--- src/rtl/dab_pwm_modulator.sv ---
// Triple-phase-shift gate generator for a dual active bridge: a prescaled 9-bit phase
// counter drives four leg targets, each leg with its own dead-time counter.
module dab_pwm_modulator #(
  parameter int DEADTIME = 8
) (
  input  logic              clk,
  input  logic              rst_n,
  input  logic              enable,
  input  logic              fault,
  input  logic              load,
  input  logic signed [8:0] tau1,
  input  logic signed [8:0] tau2,
  input  logic signed [8:0] phi,
  input  logic [15:0]       div,
  output logic [7:0]        gate,
  output logic              upd,
  output logic              running,
  output logic              tripped
);

  typedef enum logic [1:0] {S_IDLE, S_RUN, S_TRIP} state_t;

  state_t state, state_nx;

  logic [8:0]        ph;
  logic [15:0]       presc;
  logic signed [8:0] p_tau1, p_tau2, p_phi;
  logic [15:0]       p_div;
  logic              pv;
  logic [7:0]        a_tau1, a_tau2;
  logic [8:0]        a_phi;
  logic [15:0]       a_div;
  logic              run_d;

  logic signed [8:0] src_tau1, src_tau2, src_phi;
  logic [15:0]       src_div;
  logic              enter, run_go, adv, wrap, xfer;
  logic [8:0]        b_sum, q, s_sum;
  logic [3:0]        tgt, tgt_q;
  logic [7:0]        cnt [4];
  logic              first;

  function automatic logic [7:0] sat_tau(input logic signed [8:0] v);
    return v[8] ? 8'd0 : v[7:0];
  endfunction

  always_comb begin
    state_nx = state;
    case (state)
      S_IDLE:  if (enable && !fault) state_nx = S_RUN;
      S_RUN:   if (fault) state_nx = S_TRIP;
               else if (!enable) state_nx = S_IDLE;
      S_TRIP:  if (!enable) state_nx = S_IDLE;
      default: state_nx = S_IDLE;
    endcase
  end

  // A load in the same cycle as a transfer wins over the older pending copy.
  assign src_tau1 = load ? tau1 : p_tau1;
  assign src_tau2 = load ? tau2 : p_tau2;
  assign src_phi  = load ? phi  : p_phi;
  assign src_div  = load ? div  : p_div;

  assign enter  = (state == S_IDLE) && (state_nx == S_RUN);
  assign run_go = (state == S_RUN) && (state_nx == S_RUN);
  assign adv    = run_go && (presc == a_div);
  assign wrap   = adv && (ph == 9'd511);
  assign xfer   = enter || (wrap && (pv || load));
  assign first  = !run_d;

  // Mod-512 targets: subtracting 256 is the same as adding 256.
  assign b_sum  = ph + 9'd256 + {1'b0, a_tau1};
  assign q      = ph - a_phi;
  assign s_sum  = q + 9'd256 + {1'b0, a_tau2};
  assign tgt[0] = ~ph[8];
  assign tgt[1] = ~b_sum[8];
  assign tgt[2] = ~q[8];
  assign tgt[3] = ~s_sum[8];

  always_ff @(posedge clk or negedge rst_n) begin
    if (!rst_n) begin
      state   <= S_IDLE;
      run_d   <= 1'b0;
      running <= 1'b0;
      tripped <= 1'b0;
      upd     <= 1'b0;
      ph      <= '0;
      presc   <= '0;
      p_tau1  <= '0;
      p_tau2  <= '0;
      p_phi   <= '0;
      p_div   <= '0;
      pv      <= 1'b0;
      a_tau1  <= '0;
      a_tau2  <= '0;
      a_phi   <= '0;
      a_div   <= '0;
    end else begin
      state   <= state_nx;
      run_d   <= (state == S_RUN);
      running <= (state_nx == S_RUN);
      tripped <= (state_nx == S_TRIP);
      upd     <= wrap && (pv || load);
      if (load) begin
        p_tau1 <= tau1;
        p_tau2 <= tau2;
        p_phi  <= phi;
        p_div  <= div;
      end
      if (xfer) pv <= 1'b0;
      else if (load) pv <= 1'b1;
      if (xfer) begin
        a_tau1 <= sat_tau(src_tau1);
        a_tau2 <= sat_tau(src_tau2);
        a_phi  <= src_phi;
        a_div  <= src_div;
      end
      if (run_go) begin
        if (adv) begin
          presc <= '0;
          ph    <= ph + 9'd1;
        end else begin
          presc <= presc + 16'd1;
        end
      end else begin
        presc <= '0;
        ph    <= '0;
      end
    end
  end

  // Per leg: a target change (or the first RUN cycle) drops both gates and restarts
  // the dead-time count; the new gate asserts once the count has drained to zero.
  always_ff @(posedge clk or negedge rst_n) begin
    if (!rst_n) begin
      gate  <= '0;
      tgt_q <= '0;
      for (int i = 0; i < 4; i++) cnt[i] <= '0;
    end else begin
      for (int i = 0; i < 4; i++) begin
        if (!run_go) begin
          gate[2*i]   <= 1'b0;
          gate[2*i+1] <= 1'b0;
          cnt[i]      <= 8'(DEADTIME);
        end else if (first || (tgt[i] != tgt_q[i])) begin
          gate[2*i]   <= 1'b0;
          gate[2*i+1] <= 1'b0;
          cnt[i]      <= 8'(DEADTIME);
          tgt_q[i]    <= tgt[i];
        end else if (cnt[i] != 8'd0) begin
          cnt[i] <= cnt[i] - 8'd1;
        end else begin
          gate[2*i]   <= tgt_q[i];
          gate[2*i+1] <= ~tgt_q[i];
        end
      end
    end
  end

endmodule

--- config.mk ---
export PLATFORM = sky130hd
export DESIGN_NAME = dab_pwm_modulator
export DESIGN_NICKNAME = d
export VERILOG_FILES = /design/src/rtl/dab_pwm_modulator.sv
export SDC_FILE = /design/constraint.sdc
export NUM_CORES = 1
export LEC_CHECK = 0
export CAP_MARGIN = 0
export CORE_MARGIN = 3
export CORE_UTILIZATION = 38
export DETAILED_ROUTE_END_ITERATION = 10
export PLACE_DENSITY = 0.6
export SYNTH_ARGS = -nofsm -noshare
export SYNTH_HDL_FRONTEND = slang
export SYNTH_SLANG_ARGS = --single-unit
--- constraint.sdc ---
create_clock -name clk -period 6.1 [get_ports clk]
set_input_delay 0.915 -clock clk [delete_from_list [all_inputs] [get_ports clk]]
set_output_delay 0.915 -clock clk [all_outputs]
set_load 0.005 [all_outputs]
==> impl_metrics.csv, run 1 <==
group,metric,value,unit
synth,synth_flop_cell,"dfrtp_1",
timing,drv_slew,0,
pwr,p_seq_share,45.3,%
setup_path,worstPathMaxFanout,8,
setup_path,critPathCaptureType,"register",
route,drcViolationCount,0,
die,pin_count,59,
timing,finalCritPeriodShare,58.1,%
die,fp.dieH,151,um
clocking,numCtsBuffers,17,
timing,min_period,3.54,ns
timing,tightestPinTransition,1.01,ns
layout,nNetsFinal,840,
grt,grt_usage,14.5,%
clocking,cts.root.buffer_cell,"clkbuf_16",
setup_path,r2r_end,"cnt[3]",
die,core,20400,um^2
setup_path,crit_chain,"inv_1 -> ha_1 -> fa_1 -> and2b_2 -> o21a_1 -> nor2_1 -> xnor2_1 -> ha_1 -> a41o_1 -> a21oi_1 -> o21a_1 -> xnor3_2 -> or3_1",
synth,synth_area,7970,um^2
die,fp-row-count,52,
die,fp.dieW,151,um
status,outcome,"finished clean",
clocking,clk_latency,0.43,ns
pwr,peakVddDrop,0.203,mV
route,drtIter0Drc,252,
timing,timing.hold.ws,0.492,ns
timing,worst_slew_margin_rel,32.9,%
timing,fmax,0.282,GHz
setup_path,worst_setup_path_start_kind,"register",
setup_path,cp_slowest_stage_delay,0.48,ns
synth,yosysWarnings,0,
clocking,cts_resized,0,
clocking,clk_pin_slew_worst_paths,0.06,ns
pwr,combPwrFrac,17.8,%
run,cap_violations,0,
synth,synth-seq-area-share,50.3,%
layout,instances_no_fill,1041,
synth,synth_nets,779,
setup_path,cpMaxStageDelayCell,"dfrtp_1",
pwr,power,2.76,mW
setup_path,r2r_slack,2.56,ns
route,first_pass_iters,4,
setup_path,worstPathRequired,6.40,ns
die,die-area,22700,um^2
placement,portBuffers,58,
route,ant_nets,0,
clocking,cts_sinks,160,
grt,grt_pass1_wl,26.3,mm
min_path,min_path_type,"reg2reg",
synth,synthArstFlopShare,100,%
min_path,holdPathEnd,"p_div[1]",
grt,grt_max_degree,108,
layout,fillCellCount,1894,
layout,finish.instance_area,9370,um^2
setup_path,rr_startpoint,"ph[0]",
layout,syn_to_final_growth,17.6,%
clocking,cts_tree,"built",
synth,synth_edf_count,0,
grt,antenna_found_initial,0,
clocking,ctsHoldBuffers,0,
grt,first_global_vias,5416,
timing,rsz0062_at_grt,"no",
synth,synth_top_area_cell,"dfrtp_1",
layout,final_cell_mix,"dfrtp_1 (160), nor2_1 (60), clkdlybuf4s50_1 (56)",
placement,dp_cells,1009,
pwr,powerDensity,294,nW/um^2
timing,setup_viol,0,
placement,routabilityCongestion,0.779,
layout,drive_gt1_share,15.6,%
pwr,clockPowerShare,37.0,%
clocking,clk_path_buf_depth,2,
route,routed_wl,15.6,mm
timing,final.setup_skew,0.00848,ns
synth,ys_ff_latch,160,
placement,placed_cell_area,8800,um^2
setup_path,cp.arrival,3.84,ns
clocking,post-cts-setup-buffer-count,0,
die,start_util,39.0,%
setup_path,rr_worst_depth,13,
setup_path,crit_type,"reg2reg",
grt,globalRouteOverflowTotal,0,
route,num_vias,5169,
layout,layout_commonest_cell,"dfrtp_1",
min_path,hp-start,"p_div[1]",
min_path,min_path_cells,1,
pwr,netSwitchingFraction,27.5,%
synth,synthCells,697,
layout,antenna_cells,0,
clocking,ctsHtreeMaxLevel,4,
pwr,internal_power,2.00,mW
pwr,p_sw,0.757,mW
placement,dp_hpwl,10.9,mm
synth,synth_top_area_share,50.3,%
timing,hold_viol,0,
route,avgRoutedWirePerCell,14.9,um
pwr,power.leakage,4.18,nW
synth,synth.distinct_cells,62,
synth,syn_area_per_cell,11.4,um^2
timing,setup-tns-final,0,ns
route,drt-vias-per-instance,4.97,
synth,synthTopCellsByArea,"dfrtp_1 (50%), mux2_2 (6.5%), ha_1 (5.2%)",
==> flip-flops by register name (all words and copies together) (netlist names), 4 cells and up <==
signal / count
a_div: 16
a_tau2: 8
p_phi: 9
a_tau1: 8
p_div: 16
p_tau1: 9
tgt_q: 4
cnt: 32
gate: 8
ph: 9
a_phi: 9
presc: 16
p_tau2: 9
==> cells in the mapped netlist (3+ instances only) <==
master     count
o21ai_0       14
nor4_1         5
mux2_2        46
a21oi_1       26
mux2_4        23
nand3_1        9
nand4b_1       3
mux2i_1       25
nand3b_1       3
and3_1         4
buf_2          4
o2111ai_1      3
buf_1          4
nand2_1       35
nand4_1       17
or3_1          9
dfrtp_1      160
xnor2_1       36
buf_6          3
nand2b_1      22
xor2_1        22
nor3_1        21
a211oi_1       3
ha_1          33
inv_1         45
nor3b_1        3
clkbuf_1       8
o21a_1         5
nor2_1        60
a21o_1         4
and2_1         3
nor2b_1        6
==> critical path, delay by kind of cell (launching register included) <==
kind / cells / cell delay [ns]
adders and majority gates: 3 / 0.93
AOI/OAI and AO/OA: 4 / 0.75
and+or+nand+nor: 3 / 0.70
DFF: 1 / 0.48
xor gates and xnor gates: 2 / 0.47
buffers and inverters: 1 / 0.08
==> layout make-up <==
cell class / count / area (um^2) / share of cell area (%)
clock buffers: 17 / 425 / 4.54
well taps: 270 / 338 / 3.61
inverters: 45 / 169 / 1.80
flip-flops and latches: 160 / 4000 / 42.7
repair buffers: 62 / 607 / 6.48
clock inverters: 15 / 138 / 1.47
multi-input cells: 472 / 3690 / 39.4
==> worst max-delay path by stage <==
stage / from / end / slack, ns / depth (start not counted)
floorplan: ph[0] / cnt[3] / 2.89 / 13
finish: ph[0] / cnt[3] / 2.56 / 13
global route: ph[0] / cnt[3] / 2.38 / 13
global placement: ph[0] / cnt[3] / 2.66 / 13
detailed placement: ph[0] / cnt[3] / 2.59 / 13
CTS: ph[0] / cnt[3] / 2.58 / 13
==> power groups by stage <==
stage               combinational, mW  sequential, mW  clock (mW)
floorplan                       0.368            1.24           0
global placement                0.476            1.26           0
global route                    0.548            1.26        1.09
detailed placement              0.492            1.27           0
finish                          0.490            1.25        1.02
CTS                             0.498            1.25        1.04
==> layer usage <==
| layer | global-route usage, % | part of all wire (%) | vias up | wire (um) |
|---|---|---|---|---|
| met5 | 0 | 0 | - | 0 |
| met1 | 18.5 | 46 | 2558 | 7150 |
| met3 | 3.20 | 2.9 | 16 | 455 |
| met2 | 24.5 | 50 | 69 | 7750 |
| li1 | - | - | 2526 | - |
| met4 | 4.44 | 1.3 | 0 | 210 |
==> cell families after synthesis <==
family	Yosys count	share of synthesized area, %
xor+xnor	60	6.96
simple gates	215	14.3
flops	160	50.3
compound gates	69	5.64
fa+ha+maj	34	5.44
mux	94	14.0
buf+inv	65	3.46
==> per-stage QoR <==
| step | util [%] | worst slack (ns) |
|---|---|---|
| final | 45.8 | 2.56 |
| after global routing | 45.8 | 2.38 |
| after CTS | 45.8 | 2.58 |
| after detailed placement | 43.1 | 2.59 |
| after global placement | 43.1 | 2.66 |
| after floorplan | - | 2.89 |
(Power assumes the default switching activity.)
==> run 2: changes to the inputs <==
==> constraint.sdc (replaced) <==
create_clock -name clk -period 3.6 [get_ports clk]
set_input_delay 0.54 -clock clk [delete_from_list [all_inputs] [get_ports clk]]
set_output_delay 0.54 -clock clk [all_outputs]
set_load 0.005 [all_outputs]
==> run 2 against run 1 <==
  * Worst setup slack got worse by 2.3 ns
  * Sequential power rose by 70%
  * Sequential share of layout area fell by 0.29 points
  * Final cell count rose by 0.19%
  * Register-to-register slack got worse by 2.3 ns
  * Maximum frequency rose by 5.0%
  * Clock skew rose by 0.0033 ns
  * Combinational power rose by 76%
  * Largest power group unchanged
==> impl_metrics.csv, run 2 (synthesis gave the netlist of run 1 again) <==
group,metric,value,unit
status,outcome,"finished clean",
layout,largest_reg_flops,32,
route,num_vias,5256,
setup_path,worst_setup_path_start_kind,"register",
grt,grt_pass1_wl,27.0,mm
layout,drive_gt1_share,15.5,%
setup_path,crit_chain,"ha_1 -> a21o_1 -> a21oi_1 -> a2bb2oi_1 -> a21oi_1 -> xor2_1 -> ha_1 -> a41o_1 -> a21oi_1 -> o21a_1 -> xnor3_2 -> or3_1",
die,fp.dieH,151,um
die,pin_count,59,
placement,dp_hpwl,11.1,mm
layout,antenna_cells,0,
setup_path,cp.arrival,3.67,ns
layout,top_register,"cnt",
setup_path,critPathCaptureType,"register",
setup_path,worstPathMaxFanout,8,
route,avgRoutedWirePerCell,15.0,um
die,fp-row-count,52,
layout,seq_area,4000,um^2
clocking,clk_path_buf_depth,2,
timing,hold_viol,0,
timing,drv_slew,0,
timing,min_period,3.37,ns
setup_path,cpMaxStageDelayCell,"dfrtp_1",
pwr,power.leakage,4.21,nW
timing,fmax,0.296,GHz
grt,globalRouteOverflowTotal,0,
setup_path,worstPathRequired,3.90,ns
timing,setup_viol,0,
timing,rsz0062_at_grt,"no",
route,first_pass_iters,5,
grt,grt_max_degree,87,
run,cap_violations,0,
timing,finalCritPeriodShare,93.7,%
pwr,power,4.76,mW
layout,fillCellCount,1857,
layout,final_cell_mix,"dfrtp_1 (160), nor2_1 (60), clkdlybuf4s50_1 (56)",
setup_path,worstPathBufferInverterCount,0,
setup_path,cp_slowest_stage_delay,0.47,ns
layout,multi_input_area,3690,um^2
die,start_util,39.0,%
min_path,min_path_type,"in2async",
clocking,numCtsBuffers,17,
layout,layout_commonest_cell,"dfrtp_1",
clocking,ctsHoldBuffers,0,
die,die-area,22700,um^2
setup_path,rr_worst_depth,12,
route,routed_wl,15.6,mm
setup_path,worst_path_most_repeated_cell,"a21oi_1",
clocking,clk_latency,0.43,ns
grt,first_global_vias,5625,
clocking,cts.root.buffer_cell,"clkbuf_16",
route,drcViolationCount,0,
layout,syn_to_final_growth,18.4,%
layout,nNetsFinal,843,
pwr,powerDensity,504,nW/um^2
route,ant_nets,0,
placement,routabilityCongestion,0.829,
die,fp.dieW,151,um
clocking,ctsHtreeMaxLevel,4,
timing,setup-tns-final,0,ns
clocking,cts_resized,0,
route,drt-vias-per-instance,5.04,
placement,portBuffers,58,
setup_path,crit_family,"compound AO/OA/AOI/OAI gates",
pwr,peakVddDrop,0.370,mV
setup_path,crit_type,"reg2reg",
clocking,clk_pin_slew_worst_paths,0.06,ns
die,core,20400,um^2
timing,tightestPinTransition,0.826,ns
timing,worst_slew_margin_rel,44.9,%
clocking,post-cts-setup-buffer-count,0,
route,drtIter0Drc,287,
timing,final.setup_skew,0.0118,ns
grt,antenna_found_initial,0,
clocking,cts_tree,"built",
grt,grt_usage,14.8,%
setup_path,cp.depth,12,
clocking,cts_sinks,160,
## run 2: per-stage QoR
stage	cell area [um^2]	util [%]	hold WS, ns	worst slack, ns	std cells
3_5_place_dp	8850	43.3	0.479	0.295	1012
4_1_cts	9430	46.2	0.216	0.274	1043
5_1_grt	9430	46.2	0.255	0.0876	1043
2_1_floorplan	7970	-	0.244	0.389	697
6_report	9430	46.2	0.179	0.226	1043
3_3_place_gp	8850	43.3	0.463	0.363	1012
## run 2: final cells by class
class | instances | share of cell area [%]
clock inverter | 11 | 1.42
clock buffer | 20 | 4.74
sequential | 160 | 42.5
inverter | 45 | 1.79
tap | 270 | 3.58
multi-input combinational | 472 | 39.1
timing repair buffer | 65 | 6.94
## run 2: where the power goes
group | leakage (nW) | total (mW) | switching (mW) | internal [mW]
Sequential | 2.03 | 2.12 | 0.129 | 1.99
Clock | 0.269 | 1.78 | 0.734 | 1.04
Combinational | 1.91 | 0.864 | 0.396 | 0.469
## run 2: worst paths after layout
| kind | slack (ns) | start | end |
|---|---|---|---|
| min reg2reg | 0.49 | p_tau1[2] | p_tau1[2] |
| max reg2reg | 0.23 | ph[1] | cnt[3] |
| max in group asynchronous | 2.59 | rst_n | a_tau2[4] |
| min | 0.18 | rst_n | cnt[18] |
| max | 0.23 | ph[1] | cnt[3] |
| min in group clk | 0.49 | p_tau1[2] | p_tau1[2] |
## run 2: metal layers
layer / vias up / GRT usage [%] / routed length [um]
li1: 2532 / - / -
met4: 0 / 5.26 / 314
met5: - / 0 / 0
met3: 20 / 3.65 / 567
met1: 2614 / 19.2 / 7110
met2: 90 / 24.3 / 7620
## run 2: worst reg2reg max path, delay by kind of cell (launching register included)
kind / cells / cell delay, ns
flops: 1 / 0.47
xor+xnor: 2 / 0.43
fa+ha+maj: 2 / 0.65
simple gates: 1 / 0.36
compound gates: 7 / 1.32
